===== src/rtl/xor_unit.sv =====
// xor_unit: registered a^b with zero/parity flags (ports clk, rst, in_valid, a, b -> out_valid, result, zero, parity, popcount when XOR_UNIT_POPCOUNT_EN)
module xor_unit #(
  parameter int WIDTH = 64
) (
  input  logic                     clk,
  input  logic                     rst,
  input  logic                     in_valid,
  input  logic [WIDTH-1:0]         a,
  input  logic [WIDTH-1:0]         b,
  output logic                     out_valid,
  output logic [WIDTH-1:0]         result,
  output logic                     zero,
  output logic                     parity
`ifdef XOR_UNIT_POPCOUNT_EN
  ,
  output logic [$clog2(WIDTH):0]   popcount
`endif
);
  logic [WIDTH-1:0] x;
  assign x = a ^ b;
`ifdef XOR_UNIT_POPCOUNT_EN
  localparam int PW = $clog2(WIDTH) + 1;
  logic [PW-1:0] pc;
  always_comb begin
    pc = '0;
    for (int i = 0; i < WIDTH; i++) pc = pc + PW'(x[i]);
  end
`endif
  always_ff @(posedge clk) begin
    if (rst) begin
      out_valid <= 1'b0;
      result    <= '0;
      zero      <= 1'b0;
      parity    <= 1'b0;
`ifdef XOR_UNIT_POPCOUNT_EN
      popcount  <= '0;
`endif
    end else begin
      out_valid <= in_valid;
      if (in_valid) begin
        result <= x;
        zero   <= ~|x;
        parity <= ^x;
`ifdef XOR_UNIT_POPCOUNT_EN
        popcount <= pc;
`endif
      end
    end
  end
endmodule


===== config.mk =====
export PLATFORM = sky130hd
export DESIGN_NAME = xor_unit
export DESIGN_NICKNAME = d
export VERILOG_FILES = /design/src/rtl/xor_unit.sv
export SDC_FILE = /design/constraint.sdc
export NUM_CORES = 1
export LEC_CHECK = 0
export ABC_AREA = 0
export CAP_MARGIN = 5
export CORE_MARGIN = 2
export CORE_UTILIZATION = 42
export CTS_CLUSTER_SIZE = 12
export DETAILED_ROUTE_END_ITERATION = 8
export HOLD_SLACK_MARGIN = 0.1
export PLACE_DENSITY = 0.87
export SLEW_MARGIN = 10
export SYNTH_ARGS = -nofsm -noshare
export SYNTH_HDL_FRONTEND = slang
export SYNTH_SLANG_ARGS = --single-unit

===== constraint.sdc =====
create_clock -name clk -period 4.8 [get_ports clk]
set_clock_uncertainty 0.05 [all_clocks]
set_input_delay 0.96 -clock clk [delete_from_list [all_inputs] [get_ports clk]]
set_output_delay 0.96 -clock clk [all_outputs]
set_load 0.03 [all_outputs]

Word level (Yosys, flattened, before mapping)
Cells that the tools add are included.
{"block": "word_totals", "reg_bits": 67, "out_inout_bits": 67, "wordCells": 8}
{"block": "op_classes", "bitwise_logic": 1, "reduce_logical": 3}
{"cell": "$reduce_or A64 Y1", "count": 1}
{"cell": "$reduce_xor A64 Y1", "count": 1}
{"cell": "$xor A64 B64 Y64", "count": 1}
{"cell": "$logic_not A1 Y1", "count": 1}

Logic depth before layout (Yosys ltp)
{"block": "logic_depth", "ltp_word": 3, "ltp_mapped": 8}

Worst setup path before layout
Ideal clock, no wire load.
{"block": "synth_path", "path_type": "in2reg", "startpoint": "input port b[62]", "endpoint": "register parity", "setup_time_ns": 0.079, "arrival_ns": 2.321, "required_time_ns": 4.671, "path_slack_ns": 2.349, "cell_stages": 8, "path_cell_list": "xnor2_1 ha_1 xor2_1 xnor2_1 xnor2_1 xnor2_1 xnor2_1 a211oi_2"}
{"block": "synth_via", "elab_chain_len": 2}
{"item": "start, declared", "line": "9", "source": "input logic [WIDTH-1:0] b,"}
{"item": "$xor A64 B64 Y64", "line": "20", "source": "assign x = a ^ b;"}
{"item": "$reduce_xor A64 Y1", "line": "43", "source": "parity <= ^x;"}
{"item": "end signal, assigned", "line": "43"}
{"item": "end, declared", "line": "13", "source": "output logic parity"}
Every way passes these cells.
A chain may end at the register's enable or synchronous reset.

Final worst setup path
{"block": "layout_path", "startpoint": "input port b[39]", "endpoint": "register parity"}
The elaborated chain is that of the path after synthesis.

==> flow_metrics.tcl <==
set metrics [dict create \
    cts_setup_buffers 0 \
    wirelength_um 10300 \
    setup_tns_ps 0 \
    ys_top_cells_by_area "dfxtp_1, xnor2_1, a211oi_1" \
    syn_nets 524 \
    grt_usage_pct 23.0 \
    antenna_found_initial 0 \
    synth_cell_type_count 16 \
    combPwrFrac_pct 43.3 \
    period_needed_ps 2880 \
    setup_viol 0 \
    max-vdd-ir-drop_mv 0.186 \
    port-buffer-count 197 \
    worstSetupPathType "primary input to flop" \
    drt_pass1_iterations 4 \
    placed_cells 642 \
    async_flop_share_pct 0 \
    h-tree-depth 3 \
    drv_cap 0 \
    cp_max_fo 2 \
    cts_tree "yes" \
    synth_most_common_cell "xnor2_1" \
    power_per_cell_area_mw_per_mm2 340 \
    syn_area_mm2 0.00348 \
    synth_common_cells "xnor2_1, dfxtp_1, nor2_1, a211oi_1, ha_1" \
    hold_viol_final 0 \
    hold_path.class "flop to flop" \
    pin_count 198 \
    drcViolationCount 0 \
    stdcell_count 657 \
    finalCritPeriodShare_pct 60.0 \
    grt_max_degree 80 \
    grt_setup_unrepaired "no" \
    clock_sinks 67 \
    gp_congestion 0.752 \
    hold_buffers 0 \
    pwr-share-seq_pct 32.4 \
    cts_inserted_buffers 9 \
    vias_per_cell 4.99 \
    synth_top_area_share_pct 38.5 \
    die-area_mm2 0.00904 \
    startpoint_type "primary input" \
    p_switching_mw 0.633 \
    clkTransAtPathRegs_ps 70 \
    grt_pass1_wl_um 15900 \
    cts_resized 0 \
    worst_pin_slew_ps 770 \
    hold_path_depth 2 \
    nets 711 \
    max_clock_freq_mhz 347 \
    clkPwrFrac_pct 24.3 \
    outcome "completed" \
    area_growth_pct 63.5 \
    wl_per_cell_um 15.7 \
    p_sw_share_pct 32.7 \
    dominantRegCellSynth "dfxtp_1" \
    num_antenna_cells 0 \
    die_x_um 95.1 \
    synth-seq-area-share_pct 38.5 \
    cp.arrival_ps 3010 \
    postSynthAreaPerCell_um2 9.65 \
    slew-limit-headroom_pct 48.7 \
    start_util_pct 42.8 \
    num_rows 33 \
    clk_latency_ps 320 \
    postSynthCellCount 361 \
    die_h_um 95.1 \
    yosys_warnings 0 \
    regArea_mm2 0.00134 \
    via_count 3277 \
    synth_top_cell_by_area "dfxtp_1" \
    grt_pass1_vias 3372 \
    overflow 0 \
    ys_ff_latch 67 \
    p_int_mw 1.30 \
    multi_input_area_mm2 0.00205 \
    drive_gt1_share_pct 3.08 \
    cts_max_path_buffers 2 \
    root_buffer "clkbuf_8" \
    synth_edf_count 0 \
    dp_hpwl_um 8140 \
    finalMaxSlewViolations 0 \
    drt_iter0_drc 109 \
    nFillCells 625 \
    power.leakage_nw 2.08 \
    worst-r2r-cell-count 2 \
    detail-route-antenna-nets 0 \
    required_ps 4930 \
    crit_path_end_kind "flop" \
    coreArea_mm2 0.00813 \
]
-- final timing paths --
path	start	end	slack, ps
worst max-delay path	b[39]	parity	1920
worst min-delay path	result[44]	result[44]	430
worst max register to register	result[23]	result[23]	4000
worst min register to register	result[44]	result[44]	430
-- logic make-up after synthesis --
| logic type | share of synthesized area [%] |
|---|---|
| adders and majority gates | 11.5 |
| and+or+nand+nor | 9.23 |
| buffers and inverters | 2.59 |
| AOI/OAI and AO/OA | 14.3 |
| DFF | 38.5 |
| xor gates and xnor gates | 23.9 |
-- flip-flops by register name (all words and copies together) (netlist names) --
name / flops
result: 64
out_valid: 1
parity: 1
zero: 1
-- layout by cell type (no fill, tap or decap) --
cell type,count
buf_4,3
nor4_1,2
a21oi_1,1
clkinv_2,1
clkbuf_8,11
a211oi_1,64
nand4_1,7
ha_1,32
inv_1,1
nand3_1,1
a211oi_2,1
xor2_1,4
nor2_1,67
clkdlybuf4s50_1,195
bufinv_16,1
and4_1,1
dfxtp_1,67
clkbuf_1,2
xnor2_1,91
-- power groups by stage --
stage / Combinational, mW / Sequential, mW / Clock [mW]
3_3_place_gp: 0.836 / 0.638 / 0
3_5_place_dp: 0.840 / 0.640 / 0
6_report: 0.838 / 0.628 / 0.470
2_1_floorplan: 0.449 / 0.730 / 0
5_1_grt: 0.906 / 0.633 / 0.510
4_1_cts: 0.848 / 0.628 / 0.477
-- per-stage QoR --
stage          hold slack (ps)  instance area (µm²)  util (%)  worst slack (ps)  power, mW
2_1_floorplan              555                 3480         -              2350       1.18
3_3_place_gp               421                 5500      67.6              1540       1.47
3_5_place_dp               427                 5500      67.6              1580       1.48
4_1_cts                    436                 5690      70.0              1910       1.95
5_1_grt                    456                 5700      70.0              1820       2.05
6_report                   434                 5700      70.0              1920       1.94
-- metal layers --
layer	global-route usage, %	share of wire [%]	up-vias
li1	-	-	1634
met1	26.5	39	1512
met2	41.8	52	120
met3	5.69	7.2	11
met4	6.88	1.2	0
met5	0	0	-
-- layout make-up --
class                   instances  share of cell area (%)
repair buffers                198                    34.7
well taps                     105                    2.31
multi-input cells             271                    36.0
flip-flops and latches         67                    23.5
clock buffers                  13                    2.79
inverters                       1                  0.0659
clock inverters                 2                   0.615
-- worst max-delay path: stages --
cell	delay, ps
clkdlybuf4s50_1	430
xnor2_1	250
ha_1	280
xor2_1	300
xnor2_1	130
xnor2_1	230
xnor2_1	170
xnor2_1	160
a211oi_2	90
No activity file was read; power rests on OpenSTA's default activity.
==> patch 1: new RTL, same flow settings <==
Remove the register `out_valid`: a continuous assignment takes its place, so the output `out_valid` follows one clock earlier. Comments in the files are not updated.
--- a/src/rtl/xor_unit.sv
+++ b/src/rtl/xor_unit.sv
@@ -30,3 +30,2 @@
     if (rst) begin
-      out_valid <= 1'b0;
       result    <= '0;
@@ -38,3 +37,2 @@
     end else begin
-      out_valid <= in_valid;
       if (in_valid) begin
@@ -49,2 +47,4 @@
   end
+
+  assign out_valid = in_valid;
 endmodule
Formal check against the unedited RTL: not equivalent (Yosys sat finds a counterexample within 4 cycles, from zero or initial values and one cycle with rst high).
==> patch 1 against the original RTL <==
  * Power down 0.32%
  * Register-to-register slack got worse by 0.04 ns
  * Combinational power about the same
  * Count of clock-buffer cells in the layout decreased by 3
  * Global-route usage is 0.32 points lower
  * Via count is 0.92% lower
  * Worst setup slack worse by 0.092 ns
  * Cell area fell by 0.18%
  * Wire length down 0.74%
  * Critical path type unchanged
  * Synthesized area fell by 0.47%
  * Sequential cell count is 1 lower
  * Largest cell class unchanged
  * Clock power rose by 1%
  * Final cell count did not move
  * Fmax shrank 3.1%
==> patch 1: results (changes against the original RTL) <==
\begin{tabular}{lr}
\hline
Metric & Value \\
\hline
\multicolumn{2}{l}{\textbf{Run status}} \\
Result of the run & complete, no violations \\
\multicolumn{2}{l}{\textbf{Power and ir drop}} \\
Static leakage & 2.07 nW (-0.14\%) \\
Switching power total & 0.646 mW (+2.0\%) \\
Maximum VDD drop & 235 uV (+26\%) \\
\multicolumn{2}{l}{\textbf{Worst setup path}} \\
Launching point of the worst reg2reg path & result[55] \\
Largest stage delay on the critical path & 0.41 ns (-0.02 ns) \\
Arr. time, crit path & 3.08 ns (+0.07 ns) \\
FF-to-FF setup slack & 3.96 ns (-0.04 ns) \\
Critical Path Start & b[38] \\
Capturing point of the worst reg2reg path & result[55] \\
\multicolumn{2}{l}{\textbf{Routing}} \\
Final Routed Wirelength & 10,200 um (-0.74\%) \\
Routed vias/inst & 4.94 (-0.92\%) \\
Overall via count from detail\_route & 3,247 (-0.92\%) \\
\multicolumn{2}{l}{\textbf{Global routing}} \\
Global-route track usage on met2 & 42.3\% (+0.53 points) \\
Maximum number of pins on one net before global-route repair & 71 (-11\%) \\
M3 GR Usage & 5.51\% (-0.18 points) \\
First-pass GRT wire length & 15,700 um (-1.5\%) \\
\multicolumn{2}{l}{\textbf{Logic synthesis}} \\
Syn nets & 523 (-0.19\%) \\
Post-synthesis area per instance & 9.63 um2 (-0.19\%) \\
Share of the yosys chip area belonging to registers & 38.1\% (-0.40 points) \\
Number of different library cells in the post-synthesis netlist & 17 (+1) \\
\multicolumn{2}{l}{\textbf{Finish}} \\
Total number of nets in the final design & 710 (-0.14\%) \\
Total of fill cells in the finished design & 642 (+2.7\%) \\
Layout cells sized above 1 & 3.80\% (+0.72 points) \\
\multicolumn{2}{l}{\textbf{Hold path}} \\
Hold worst-path end & result[30] \\
Launch instance of the worst min-delay path & result[30] \\
\multicolumn{2}{l}{\textbf{Placement}} \\
Weighted congestion reported at the end of routability-driven placement & 0.775 (+3.0\%) \\
\# placed instances & 641 (-0.16\%) \\
Detailed placer's ending HPWL & 8300 um (+1.9\%) \\
\multicolumn{2}{l}{\textbf{STA}} \\
Slew at the pin closest to its max-slew limit & 1.20 ns (+0.433 ns) \\
\hline
\end{tabular}
==> patch 1: cell type report <==
| type | instances | share of cell area, % |
|---|---|---|
| Clock inverter | 6 | 1.14 |
| Sequential cell | 66 | 23.2 |
| Inverter | 1 | 0.0660 |
| Tap cell | 105 | 2.31 |
| Multi-Input combinational cell | 270 | 36.0 |
| Timing Repair Buffer | 199 | 34.8 |
| Clock buffer | 10 | 2.42 |
==> patch 1: worst max-delay path by stage <==
| stage | to | depth (start not counted) |
|---|---|---|
| after floorplan | parity | 8 |
| after global placement | parity | 9 |
| after detailed placement | parity | 9 |
| after CTS | parity | 9 |
| after global routing | parity | 9 |
| final | parity | 9 |
==> patch 1: cell families after synthesis <==
group           count (synthesis)  synth area share (%)
buf+inv                        24                  2.81
simple gates                   77                  9.17
compound gates                 66                  14.4
flops                          66                  38.1
fa+ha+maj                      32                  11.5
xor+xnor                       95                  24.0
==> patch 1: per-layer routing <==
| metal | vias up | wire [um] | part of all wire [%] |
|---|---|---|---|
| met5 | - | 0 | 0 |
| met4 | 0 | 154 | 1.5 |
| met3 | 11 | 745 | 7.3 |
| met2 | 122 | 5380 | 53 |
| met1 | 1480 | 3960 | 39 |
| li1 | 1634 | - | - |
==> patch 1: worst max-delay path, delay by kind of cell <==
kind	cells	cell delay, ns
xor gates and xnor gates	6	1.31
buffers and inverters	1	0.41
adders and majority gates	1	0.31
AOI/OAI and AO/OA	1	0.09
==> patch 1: metrics by stage <==
step / area, um2 / hold slack, ns / setup slack, ns / util, %
after floorplan: 3470 / 0.555 / 2.35 / -
after global placement: 5480 / 0.421 / 1.53 / 67.8
after detailed placement: 5480 / 0.427 / 1.54 / 67.8
after CTS: 5690 / 0.438 / 1.88 / 70.3
after global routing: 5690 / 0.458 / 1.81 / 70.3
final: 5690 / 0.432 / 1.83 / 70.3
==> patch 1: power groups by stage <==
stage                     Combinational [mW]  Sequential [mW]  Clock, mW
after detailed placement               0.838            0.631          0
after CTS                              0.843            0.619      0.484
final                                  0.836            0.619      0.476
after floorplan                        0.450            0.720          0
after global routing                   0.898            0.624      0.511
after global placement                 0.826            0.629          0
==> patch 2: new RTL, same flow settings <==
Made on the original files. The parameter `WIDTH` goes from 64 to 128.
--- a/src/rtl/xor_unit.sv
+++ b/src/rtl/xor_unit.sv
@@ -2,3 +2,3 @@
 module xor_unit #(
-  parameter int WIDTH = 64
+  parameter int WIDTH = 128
 ) (
Interface: changed (resized a, b and result); port bits go from 198 to 390. No check against the original RTL was run, so the function may have changed too.
==> patch 2 against the original RTL <==
  * Power grew 120%
  * Cell area grew 100%
  * Wire length grew 130%
  * Sequential cell count grew 64
  * First-iteration DRC count grew to 2.5 times the old value
  * Non-clock buffer count grew 193
  * Synthesized area grew 97%
  * Count of clock-buffer cells in the layout grew 6
  * Critical endpoint unchanged
  * Core utilization grew 1.8 points
  * Worst setup slack lost 0.24 ns
==> patch 2: results (changes against the original RTL) <==
\begin{tabular}{lr}
\hline
Metric & Value \\
\hline
\multicolumn{2}{l}{\textbf{Logic synthesis}} \\
Area contributors post-synth & dfxtp\_1 38\%, xnor2\_1 23\%, a211oi\_1 14\% \\
Syn nets & 1,037 (+98\%) \\
Share of the yosys chip area belonging to registers & 38.1\% (-0.36 points) \\
Post-Synthesis Cells & 714 (+98\%) \\
Number of different library cells in the post-synthesis netlist & 18 (+2) \\
Most instantiated cells after synthesis & 183 x xnor2\_1, 131 x dfxtp\_1, 129 x nor2\_1 \\
\multicolumn{2}{l}{\textbf{Finish}} \\
Total number of nets in the final design & 1,403 (+97\%) \\
Total of fill cells in the finished design & 1,184 (+89\%) \\
Max reg flops & 128 (+100\%) \\
\multicolumn{2}{l}{\textbf{Power and ir drop}} \\
Static leakage & 4.16 nW (+100\%) \\
Maximum VDD drop & 390 uV (+110\%) \\
Total power divided by cell area & 372 mW/mm2 (+9.6\%) \\
\multicolumn{2}{l}{\textbf{Worst setup path}} \\
Arr. time, crit path & 3.33 ns (+0.32 ns) \\
FF-to-FF setup slack & 3.98 ns (-0.02 ns) \\
\multicolumn{2}{l}{\textbf{CTS}} \\
Clk Latency, worst-skew pair & 0.42 ns (+0.10 ns) \\
H-tree depth reported by CTS & 4 (+1) \\
Number of buffers inserted during clock tree synthesis & 17 (+8) \\
\multicolumn{2}{l}{\textbf{Global routing}} \\
Vias in the first global route & 6,833 (+100\%) \\
First-pass GRT wire length & 37,100 um (+130\%) \\
Maximum number of pins on one net before global-route repair & 135 (+69\%) \\
Global-route usage over all layers & 27.4\% (+4.4 points) \\
\multicolumn{2}{l}{\textbf{Placement}} \\
Weighted congestion reported at the end of routability-driven placement & 0.829 (+10\%) \\
Cell Area, Placed & 0.0109 mm2 (+98\%) \\
\multicolumn{2}{l}{\textbf{STA}} \\
Slew at the pin closest to its max-slew limit & 1.02 ns (+0.251 ns) \\
Max frequency & 320 MHz (-7.8\%) \\
\multicolumn{2}{l}{\textbf{Routing}} \\
Overall via count from detail\_route & 6,602 (+100\%) \\
DRC violation total after the first TritonRoute iteration & 274 (+150\%) \\
\multicolumn{2}{l}{\textbf{Run status}} \\
Result of the run & complete, no violations \\
\hline
\end{tabular}
## patch 2: cell types whose count changed after synthesis, sizes merged, moves of 9 or more
cell	delta
a211oi	+64
clkbuf	+24
xnor2	+92
nor2	+62
nand4	+9
dfxtp	+64
ha	+32
## patch 2: stage by stage
step                      power (mW)  hold slack (ns)
final                           4.26            0.432
after global routing            4.46            0.450
after CTS                       4.28            0.420
after detailed placement        3.08            0.412
after global placement          3.07            0.408
after floorplan                 2.43            0.544
## patch 2: logic make-up (layout without fill, tap and decap cells)
group / count (synthesis) / after routing / synth area share (%)
compound gates: 130 / 130 / 14.2
flops: 131 / 131 / 38.1
simple gates: 154 / 154 / 9.24
buf+inv: 44 / 423 / 2.40
fa+ha+maj: 64 / 64 / 11.6
xor+xnor: 191 / 191 / 24.3
## patch 2: per-layer routing
metal | up-vias | GRT usage [%] | part of all wire [%]
met5 | - | 0 | 0
met4 | 0 | 11.8 | 3.7
met3 | 48 | 7.57 | 6.8
met2 | 305 | 50.2 | 52
met1 | 3018 | 29.5 | 37
li1 | 3231 | - | -
## patch 2: worst max-delay path, stage by stage
cell and delay (ns):
clkdlybuf4s50_1 0.43, xnor2_1 0.26, ha_1 0.29, xor2_1 0.18, xnor2_1 0.36, xnor2_1 0.26, xnor2_1 0.14, xnor2_1 0.20
xnor2_1 0.16, a211oi_2 0.09
## patch 2: layout make-up
class	count	area share (%)
multi-input combinational	539	35.7
timing repair buffer	391	34.3
sequential	131	22.9
clock buffer	19	3.78
tap	216	2.36
clock inverter	13	0.994
## patch 2: path summary, 6_finish.rpt
kind	startpoint	endpoint	cells past startpoint
setup / recovery	a[57]	parity	10
hold / removal	result[17]	result[17]	2
setup reg to reg	parity	parity	2
hold reg to reg	result[17]	result[17]	2
## patch 2: report_power, final
group	internal [mW]	switching, mW
Sequential	1.18	0.0498
Combinational	0.932	0.901
Clock	0.709	0.493
